**config.mk**
```make
export PLATFORM = sky130hd
export DESIGN_NAME = pll_drp_sequencer_flat
export DESIGN_NICKNAME = d
export VERILOG_FILES = /design/src/rtl/pll_drp_if.sv /design/src/rtl/pll_drp_sequencer.sv /design/src/flat_wrapper.sv
export SDC_FILE = /design/constraint.sdc
export NUM_CORES = 1
export LEC_CHECK = 0
export CORE_MARGIN = 5
export CORE_UTILIZATION = 45
export CTS_CLUSTER_DIAMETER = 40
export DETAILED_ROUTE_END_ITERATION = 16
export GPL_ROUTABILITY_DRIVEN = 1
export GPL_TIMING_DRIVEN = 0
export PLACE_DENSITY = 0.79
export SKIP_CTS_REPAIR_TIMING = 1
export SLEW_MARGIN = 20
export SYNTH_ARGS = -nofsm -noshare
export SYNTH_HDL_FRONTEND = slang
export SYNTH_SLANG_ARGS = --single-unit
export TNS_END_PERCENT = 50
```
**constraint.sdc**
```tcl
create_clock -name dclk -period 2 [get_ports dclk]
set_input_delay 0.2 -clock dclk [delete_from_list [all_inputs] [get_ports dclk]]
set_output_delay 0.2 -clock dclk [all_outputs]
set_load 0.02 [all_outputs]
```
**src/rtl/pll_drp_if.sv**
```systemverilog
// DRP request/response bus between the PLL reconfiguration sequencer and the PLL.
`timescale 1ns/1ps
interface pll_drp_if;
  logic [6:0]  daddr;
  logic [15:0] di;
  logic        den;
  logic        dwe;
  logic [15:0] dout;
  logic        drdy;

  modport master (output daddr, output di, output den, output dwe,
                  input  dout,  input  drdy);
  modport slave  (input  daddr, input  di, input  den, input  dwe,
                  output dout,  output drdy);
endinterface

```
**src/rtl/pll_drp_sequencer.sv**
```systemverilog
// Holds the PLL in reset, read-modify-writes a table of DRP registers,
// then releases reset and waits for lock, with timeouts on every wait.
`timescale 1ns/1ps
module pll_drp_sequencer #(
  parameter int unsigned              NUM_REGS     = 2,
  parameter logic [NUM_REGS*7-1:0]    ADDR_LIST    = {7'h09, 7'h08},
  parameter logic [NUM_REGS*16-1:0]   MASK_LIST    = {16'h8000, 16'h1000},
  parameter logic [NUM_REGS*16-1:0]   DATA_LIST    = {16'h0000, 16'h0041},
  parameter int unsigned              RST_CYCLES   = 4,
  parameter int unsigned              DRDY_TIMEOUT = 64,
  parameter int unsigned              LOCK_TIMEOUT = 4096
) (
  input  logic       dclk,
  input  logic       rstn,
  input  logic       start,
  output logic       busy,
  output logic       done,
  output logic       error,
  pll_drp_if.master  drp,
  output logic       pll_rst,
  input  logic       locked
);

  localparam int unsigned AW      = 7;
  localparam int unsigned DW      = 16;
  localparam int unsigned IDX_W   = (NUM_REGS > 1) ? $clog2(NUM_REGS) : 1;
  localparam int unsigned MAX_RD  = (DRDY_TIMEOUT > RST_CYCLES) ? DRDY_TIMEOUT : RST_CYCLES;
  localparam int unsigned CNT_MAX = (LOCK_TIMEOUT > MAX_RD) ? LOCK_TIMEOUT : MAX_RD;
  localparam int unsigned CNT_W   = $clog2(CNT_MAX + 1);

  localparam logic [CNT_W-1:0] RST_LAST  = CNT_W'(RST_CYCLES - 1);
  localparam logic [CNT_W-1:0] DRDY_LAST = CNT_W'(DRDY_TIMEOUT - 1);
  localparam logic [CNT_W-1:0] LOCK_LAST = CNT_W'(LOCK_TIMEOUT - 1);
  localparam logic [IDX_W-1:0] IDX_LAST  = IDX_W'(NUM_REGS - 1);

  typedef enum logic [2:0] {
    IDLE, RESET, RD_REQ, RD_WAIT, WR_REQ, WR_WAIT, LOCK_WAIT
  } state_t;

  state_t            state_q, state_d;
  logic [CNT_W-1:0]  cnt_q;
  logic [IDX_W-1:0]  idx_q, idx_d;
  logic              err_set, done_set, err_clr, wr_load;
  logic [AW-1:0]     addr_sel;
  logic [DW-1:0]     mask_sel, data_sel, wdata;

  // Next-state and per-transition strobes
  always_comb begin
    state_d  = state_q;
    idx_d    = idx_q;
    err_set  = 1'b0;
    done_set = 1'b0;
    err_clr  = 1'b0;
    wr_load  = 1'b0;
    case (state_q)
      IDLE: begin
        if (start) begin
          state_d = RESET;
          idx_d   = '0;
          err_clr = 1'b1;
        end
      end
      RESET: begin
        if (cnt_q == RST_LAST) state_d = RD_REQ;
      end
      RD_REQ:  state_d = RD_WAIT;
      RD_WAIT: begin
        if (drp.drdy) begin
          wr_load = 1'b1;
          state_d = WR_REQ;
        end else if (cnt_q == DRDY_LAST) begin
          err_set = 1'b1;
          state_d = IDLE;
        end
      end
      WR_REQ:  state_d = WR_WAIT;
      WR_WAIT: begin
        if (drp.drdy) begin
          if (idx_q == IDX_LAST) begin
            state_d = LOCK_WAIT;
          end else begin
            idx_d   = idx_q + IDX_W'(1);
            state_d = RD_REQ;
          end
        end else if (cnt_q == DRDY_LAST) begin
          err_set = 1'b1;
          state_d = IDLE;
        end
      end
      LOCK_WAIT: begin
        if (locked) begin
          done_set = 1'b1;
          state_d  = IDLE;
        end else if (cnt_q == LOCK_LAST) begin
          err_set = 1'b1;
          state_d = IDLE;
        end
      end
      default: state_d = IDLE;
    endcase
  end

  // Table lookup for the entry being addressed next cycle
  always_comb begin
    addr_sel = '0;
    mask_sel = '0;
    data_sel = '0;
    for (int unsigned i = 0; i < NUM_REGS; i++) begin
      if (idx_d == IDX_W'(i)) begin
        addr_sel = ADDR_LIST[i*AW +: AW];
        mask_sel = MASK_LIST[i*DW +: DW];
        data_sel = DATA_LIST[i*DW +: DW];
      end
    end
    wdata = (drp.dout & mask_sel) | (data_sel & ~mask_sel);
  end

  // State, index and wait counter; counter restarts on every state entry
  always_ff @(posedge dclk or negedge rstn) begin
    if (!rstn) begin
      state_q <= IDLE;
      cnt_q   <= '0;
      idx_q   <= '0;
    end else begin
      state_q <= state_d;
      idx_q   <= idx_d;
      if (state_d != state_q || state_q == IDLE) cnt_q <= '0;
      else                                       cnt_q <= cnt_q + CNT_W'(1);
    end
  end

  // Registered outputs decoded from the next state so they align with it
  always_ff @(posedge dclk or negedge rstn) begin
    if (!rstn) begin
      busy      <= 1'b0;
      done      <= 1'b0;
      error     <= 1'b0;
      pll_rst   <= 1'b0;
      drp.den   <= 1'b0;
      drp.dwe   <= 1'b0;
      drp.daddr <= '0;
      drp.di    <= '0;
    end else begin
      busy    <= (state_d != IDLE);
      done    <= done_set;
      pll_rst <= (state_d inside {RESET, RD_REQ, RD_WAIT, WR_REQ, WR_WAIT});
      drp.den <= (state_d == RD_REQ) || (state_d == WR_REQ);
      drp.dwe <= (state_d == WR_REQ);
      if (err_clr)      error <= 1'b0;
      else if (err_set) error <= 1'b1;
      if (state_d == RD_REQ || state_d == WR_REQ) drp.daddr <= addr_sel;
      if (wr_load) drp.di <= wdata;
    end
  end

endmodule

```
**src/flat_wrapper.sv**
```systemverilog
// flat-port wrapper written by rule: the top's interface ports become plain ports
module pll_drp_sequencer_flat 
#(
  parameter int unsigned              NUM_REGS     = 2,
  parameter logic [NUM_REGS*7-1:0]    ADDR_LIST    = {7'h09, 7'h08},
  parameter logic [NUM_REGS*16-1:0]   MASK_LIST    = {16'h8000, 16'h1000},
  parameter logic [NUM_REGS*16-1:0]   DATA_LIST    = {16'h0000, 16'h0041},
  parameter int unsigned              RST_CYCLES   = 4,
  parameter int unsigned              DRDY_TIMEOUT = 64,
  parameter int unsigned              LOCK_TIMEOUT = 4096
)
  (dclk, rstn, start, busy, done, error, pll_rst, locked, drp_daddr, drp_di, drp_den, drp_dwe, drp_dout, drp_drdy);
  pll_drp_if drp_i ();
  input  logic dclk;
  input  logic rstn;
  input  logic start;
  output logic busy;
  output logic done;
  output logic error;
  output logic pll_rst;
  input  logic locked;
  output wire logic [$bits(drp_i.daddr)-1:0] drp_daddr;
  output wire logic [$bits(drp_i.di)-1:0] drp_di;
  output wire logic [$bits(drp_i.den)-1:0] drp_den;
  output wire logic [$bits(drp_i.dwe)-1:0] drp_dwe;
  input wire logic [$bits(drp_i.dout)-1:0] drp_dout;
  input wire logic [$bits(drp_i.drdy)-1:0] drp_drdy;
  assign drp_daddr = drp_i.daddr;
  assign drp_di = drp_i.di;
  assign drp_den = drp_i.den;
  assign drp_dwe = drp_i.dwe;
  assign drp_i.dout = drp_dout;
  assign drp_i.drdy = drp_drdy;
  pll_drp_sequencer #(.NUM_REGS(NUM_REGS), .ADDR_LIST(ADDR_LIST), .MASK_LIST(MASK_LIST), .DATA_LIST(DATA_LIST), .RST_CYCLES(RST_CYCLES), .DRDY_TIMEOUT(DRDY_TIMEOUT), .LOCK_TIMEOUT(LOCK_TIMEOUT)) u_core (.dclk(dclk), .rstn(rstn), .start(start), .busy(busy), .done(done), .error(error), .drp(drp_i), .pll_rst(pll_rst), .locked(locked));
endmodule
```
After elaboration in Yosys (flattened, before gate mapping)
Cells that the tools add are included.
{"block": "totals", "regBits": 46, "inputBits": 21, "word_cells": 69}
{"block": "op_classes", "add_sub_neg": 2, "n_eq_ne": 15, "muxes": 30, "bitwise": 4, "reduce_logical": 7}
{"cell": "$mux W3", "n": 8}
{"cell": "$pmux W3 S7", "n": 1}
{"cell": "$and A16 B16 Y16", "n": 1}
{"cell": "$and A7 B16 Y16", "n": 1}
{"cell": "$mux W1", "n": 16}
{"cell": "$mux W16", "n": 1}
{"cell": "$not A16 Y16", "n": 1}
{"cell": "$or A16 B16 Y16", "n": 1}
{"cell": "$eq A3 B3 Y1 const B", "n": 5}
{"cell": "$add A13 B1 Y13 const B", "n": 1}
{"cell": "$eq A13 B12 Y1 const B", "n": 1}
{"cell": "$eq A13 B2 Y1 const B", "n": 1}
{"cell": "$eq A13 B6 Y1 const B", "n": 1}
{"cell": "$mux W13", "n": 1}
{"cell": "$eq A3 B2 Y1 const B", "n": 4}
{"cell": "$mux W7", "n": 1}
{"cell": "$eq A3 B1 Y1 const B", "n": 2}
{"cell": "$reduce_bool A5 Y1", "n": 1}
{"cell": "$pmux W1 S2", "n": 2}
{"cell": "$logic_not A3 Y1", "n": 1}
{"cell": "$ne A3 B3 Y1", "n": 1}
{"cell": "$reduce_bool A3 Y1", "n": 1}
{"cell": "$logic_or A1 B1 Y1", "n": 2}
{"cell": "$reduce_bool A2 Y1", "n": 1}
{"cell": "2 further kinds", "n": 2}

Depth between registers and ports, before layout
{"block": "logic_depth", "ltp_word": 8, "mapped_depth": 7}

Least setup slack after synthesis
No wires, ideal clock.
{"block": "synth_path", "path_type": "reg-to-reg", "startpoint": "register u_core.cnt_q[0]", "endpoint": "register u_core.cnt_q[0]", "t_arrival_ns": 1.635, "t_required_ns": 1.877, "setup_slack_ns": 0.241, "stages_incl_launch_ff": 8, "synth_period_minus_slack_ns": 1.759, "path_cell_list": "dfrtp_1 -> ha_1 -> nor4b_1 -> and4_1 -> a21boi_2 -> o21ai_4 -> buf_6 -> nor3_2"}
{"block": "synth_between", "elab_chain_len": 7, "word_cells_on_any_way": 14, "classes_between": "1 x add/sub; 4 x eq/ne; 8 x mux; 1 x reduce/logical"}
{"element": "start: declaration", "line_no": "pll_drp_sequencer.sv:41", "text": "logic [CNT_W-1:0] cnt_q;"}
{"element": "start signal: assignment", "line_no": "pll_drp_sequencer.sv:128", "text": "else cnt_q <= cnt_q + CNT_W'(1);"}
{"element": "$eq A13 B12 Y1 / $eq A13 B6 Y1 (equally long branches)", "line_no": "pll_drp_sequencer.sv:94, pll_drp_sequencer.sv:71, pll_drp_sequencer.sv:85"}
{"element": "$mux W3 (on tied branches)", "line_no": "pll_drp_sequencer.sv:94, pll_drp_sequencer.sv:71, pll_drp_sequencer.sv:85"}
{"element": "$mux W3 (on tied branches)", "line_no": "pll_drp_sequencer.sv:91, pll_drp_sequencer.sv:68, pll_drp_sequencer.sv:78"}
{"element": "$pmux W3 S7", "line_no": "pll_drp_sequencer.sv:55", "text": "case (state_q)"}
{"element": "$ne A3 B3 Y1", "line_no": "pll_drp_sequencer.sv:127", "text": "if (state_d != state_q || state_q == IDLE) cnt_q <= '0;"}
{"element": "$logic_or A1 B1 Y1", "line_no": "pll_drp_sequencer.sv:127"}
{"element": "$mux W13 *", "line_no": "pll_drp_sequencer.sv:127"}
Every way passes the cells marked *; elsewhere a longest branch is shown, timed or not.
A chain may end at the register's enable or synchronous reset.

Final worst setup path
{"block": "layout_path", "startpoint": "register u_core.cnt_q[0]", "endpoint": "register u_core.cnt_q[7]"}
The elaborated chain is that of the path after synthesis.

==> reports/summary.md <==
The run finished with clean final reports. The tool flagged a number of max-cap violations equal to 0. The logs give 2.08 ns for the signal arrival time at the worst endpoint and 522.5 MHz for the maximum clock frequency. The global route total overflow is 0, and the headroom to the max-slew limit is 58.63%.

The cell depth of the worst setup path was 7; the number of instances in the synthesized netlist was 169. Summing every instance area after synthesis gives 1767 sq um. Across all setup checks in the final design, the least slack found is 0.08615 ns. The largest stage delay on the critical path was 0.42 ns.

Measured slew at the worst slew-check pin: 0.6205 ns. Synthesized-area fraction occupied by xor and xnor cells: 6.445%. In this run the clock root is driven by a clkbuf_8.

The final instance count without filler cells was 256; the tightest hold margin was 0.4614 ns. The average detailed-routed wire length per instance works out to 12.67 microns. For the global-route wire length before repair, the log shows 5.402 mm. The synthesized netlist devotes 11.47% of its cell area to compound gates. Number of placed cells counting well taps: 251. For the minimum setup slack after placement, the log shows 0.02814 ns. The worst setup path category was flop to flop. For this design the static power due to leakage is 0.9875 nW.

The antenna cell count was 0; the final count of negative-setup-slack endpoints was 0. Following the worst setup path forward leads to its endpoint at u_core.cnt_q[7]. The number of warnings issued by yosys is 0. The worst setup path is launched from a flop.

TritonCTS built the clock tree. Entering global routing, the biggest net connects 29 pins. The busiest metal layer after global routing was met2. In this run the worst path has a maximum fanout of 10.

For this run, the total global-route usage over all layers was measured as 12.88%. The final layout contains routed wiring with a total length of 3.244 mm. The congestion estimate from routability-driven global placement came to 0.7997. The mean area per synthesized cell came out at 10.45 sq um.

50 I/O pins were placed. Summing the areas of all fa, ha and maj instances in the mapped netlist gives 0.7082% of the synthesized area. Total via count after detailed routing: 1,263. Clock slew seen by the registers of the worst setup and hold paths: 0.09 ns. On the final layout, the worst clock skew is 0.001686 ns.

Subtracting the final worst setup slack from the clock period gives 1.914 ns. The run gives 4 as the detailed-router iteration count before antenna repair. Among all flip-flop cells after synthesis, the most frequent one is dfrtp_1. In the synthesized netlist, the cells that appear most often are dfrtp_1 (28), buf_4 (20), nand2_1 (10), nor3_2 (10), xor2_1 (8). In the global route stage, met3 resource usage came out at 3.306%. The worst register-to-register path has a setup slack of 0.09 ns. The width of the die is 72.66 microns, and the share of cell area taken by muxes after synthesis is 0.6374%.

The total count of hold-check failures in the final report was 0; the number of remaining DRC errors was 0. After layout, the worst path uses 95.69% of the clock period. For this run, the register share of the synthesized area comes to 39.66%. The synthesized netlist contains 50 unique library cells. For the worst-skew pair, the clock arrives at the later sink with an insertion delay of 0.27 ns. Power spread over the standard cell area amounts to 1043 nW/um^2.

In this run the worst hold path is classified as input port to asynchronous set/reset pin. The run gives 17.69% as the met1 capacity usage during global routing. In this design, the largest share of critical-path delay is due to simple AND/OR/NAND/NOR gates.

For met2 alone, demand over resource in global routing was 19.94%. The number of H-tree levels came out at 1. For this run, asynchronously set or reset flops after synthesis account for 100.0%. In this run the critical register-to-register path is launched from u_core.cnt_q[0].

Area share of the largest cell type after synthesis: 39.66%. Once detailed placement completed, the half-perimeter wirelength came to 2.371 mm. For this block, the initial DRC count from the detailed router was 77. Main combinational cell family by area after synthesis: simple AND/OR/NAND/NOR gates. Ranked by total cell area, the synthesized netlist is headed by dfrtp_1 (40%), buf_4 (8.5%), nor3_2 (5.7%). Of the total synthesized cell area, the portion taken by AND, OR, NAND and NOR gates is 28.05%. The logs give 1.100 mV for the maximum VDD drop and 57.55% for the final core utilization. The worst path buffer plus inverter count was 1; the TritonCTS buffer count was 3. Using the TritonRoute via totals, the vias-per-cell ratio works out to 4.934.

The signal on the critical path passes through ha_2 > nor4b_2 > and4_1 > a21boi_2 > o21ai_4 > buf_6 > nor3_2. Yosys mapped a number of flops with a built-in enable equal to 0. The most frequently used cell type in the post-synthesis netlist was dfrtp_1.

Residual antenna-violating net count after detailed routing: 0. The slowest stage of the critical path is the dfrtp_2 cell. The run gives 2 as the deepest clock path buffer count.

The kind of end point of the critical path is a flop. The tools report the net count of the finished layout as 231. The run gives 47.19% as the starting utilization of the core area. The largest total area in the synthesized netlist belongs to dfrtp_1. Counting flops and latches in the post-synthesis netlist gives 28. The die is 72.66 microns tall.

For the number of antenna violations at the first check in global routing, the log shows 0. The final sum of negative setup slack is 0 ns. The most critical setup path has its startpoint at u_core.cnt_q[0]. Count of input and output buffers: 18. The tree built by TritonCTS fans out to 28 sinks.

The run gives 5279 sq um as the area of the die. In this run the critical register-to-register path is captured at u_core.cnt_q[7]. The share of layout cells above drive strength 1 was 30.29%; the final max-slew violation count was 0.

The depth of the most critical reg-to-reg path works out to 7. The area growth from synthesis to layout is 21.95%. The via count of the first global-routing pass was 1,172; the row count was 22. The core region is 3744 sq um.

The tools report the required arrival time at the worst endpoint as 2.17 ns.
[metrics by stage]
stage                     instance area [sq um]  total power [mW]
after floorplan                            1827             1.579
after global placement                     2067             1.878
after detailed placement                   2062             1.886
after CTS                                  2117             2.240
after global routing                       2155             2.401
final                                      2155             2.248
[state kept, by name (all words and copies together), names as in the netlist]
signal	count
u_core.busy	1
u_core.cnt_q	13
u_core.done	1
u_core.drp.daddr	2
u_core.drp.den	1
u_core.drp.di	3
u_core.drp.dwe	1
u_core.error	1
u_core.idx_q	1
u_core.pll_rst	1
u_core.state_q	3
[worst register-to-register path, delay by kind of cell (launching register included)]
kind / cells / cell delay (ns)
flops: 1 / 0.42
simple gates: 3 / 0.64
fa+ha+maj: 1 / 0.26
buf+inv: 1 / 0.20
compound gates: 2 / 0.28
[worst min path at each step]
stage,startpoint,endpoint,slack (ns),cells past startpoint
after floorplan,rstn,u_core.busy,-0.1,0
after global placement,u_core.drp.daddr[3],u_core.drp.daddr[3],0.45,1
after detailed placement,rstn,u_core.drp.di[12],0.25,1
after CTS,rstn,u_core.drp.di[12],-0.06,1
after global routing,drp_dout[12],u_core.drp.di[12],0.49,3
final,rstn,u_core.drp.di[12],0.46,2
[report_power, final]
part	switching, mW	total [mW]	internal (mW)	leakage, nW
logic	0.606	1.14	0.529	0.591
clock network	0.174	0.350	0.176	0.0288
registers	0.0788	0.762	0.683	0.368
[layout by cell type, fill, tap and decap left out, types with 3 or more instances in the layout]
master and n:
o21ai_0 6, buf_6 3, xor2_1 8, conb_1 17, nor3_2 10, nand3_1 6, nand2_1 10, nor2_1 6
buf_4 20, inv_1 6, nor3_1 6, clkbuf_8 4, dfrtp_1 27, nand2b_1 6, xnor2_1 5, nand4_1 5
clkdlybuf4s50_1 17, nor2b_1 3
[metal layers]
metal / vias up / part of all wire [%] / routed length [microns]
li1: 634 / - / -
met1: 595 / 44 / 1440
met2: 30 / 49 / 1574
met3: 4 / 6.2 / 202
met4: 0 / 0.83 / 27
met5: - / 0 / 0
[layout make-up]
cell class / count / area (sq um)
fill: 345 / 1589
multi-input combinational: 127 / 925.9
timing repair buffer: 19 / 185.2
inverter: 6 / 22.52
clock buffer: 4 / 55.05
tap: 48 / 60.06
sequential: 28 / 701.9
buffer: 24 / 203.9
[cells by family (layout without fill, tap and decap cells)]
logic type      count (synthesis)  in the layout
flops                          28             28
fa+ha+maj                       1              1
other cells                     1             17
buf+inv                        30             53
compound gates                 26             26
simple gates                   69             69
xor+xnor                       13             13
mux                             1              1
No activity file was read; power rests on OpenSTA's default activity.
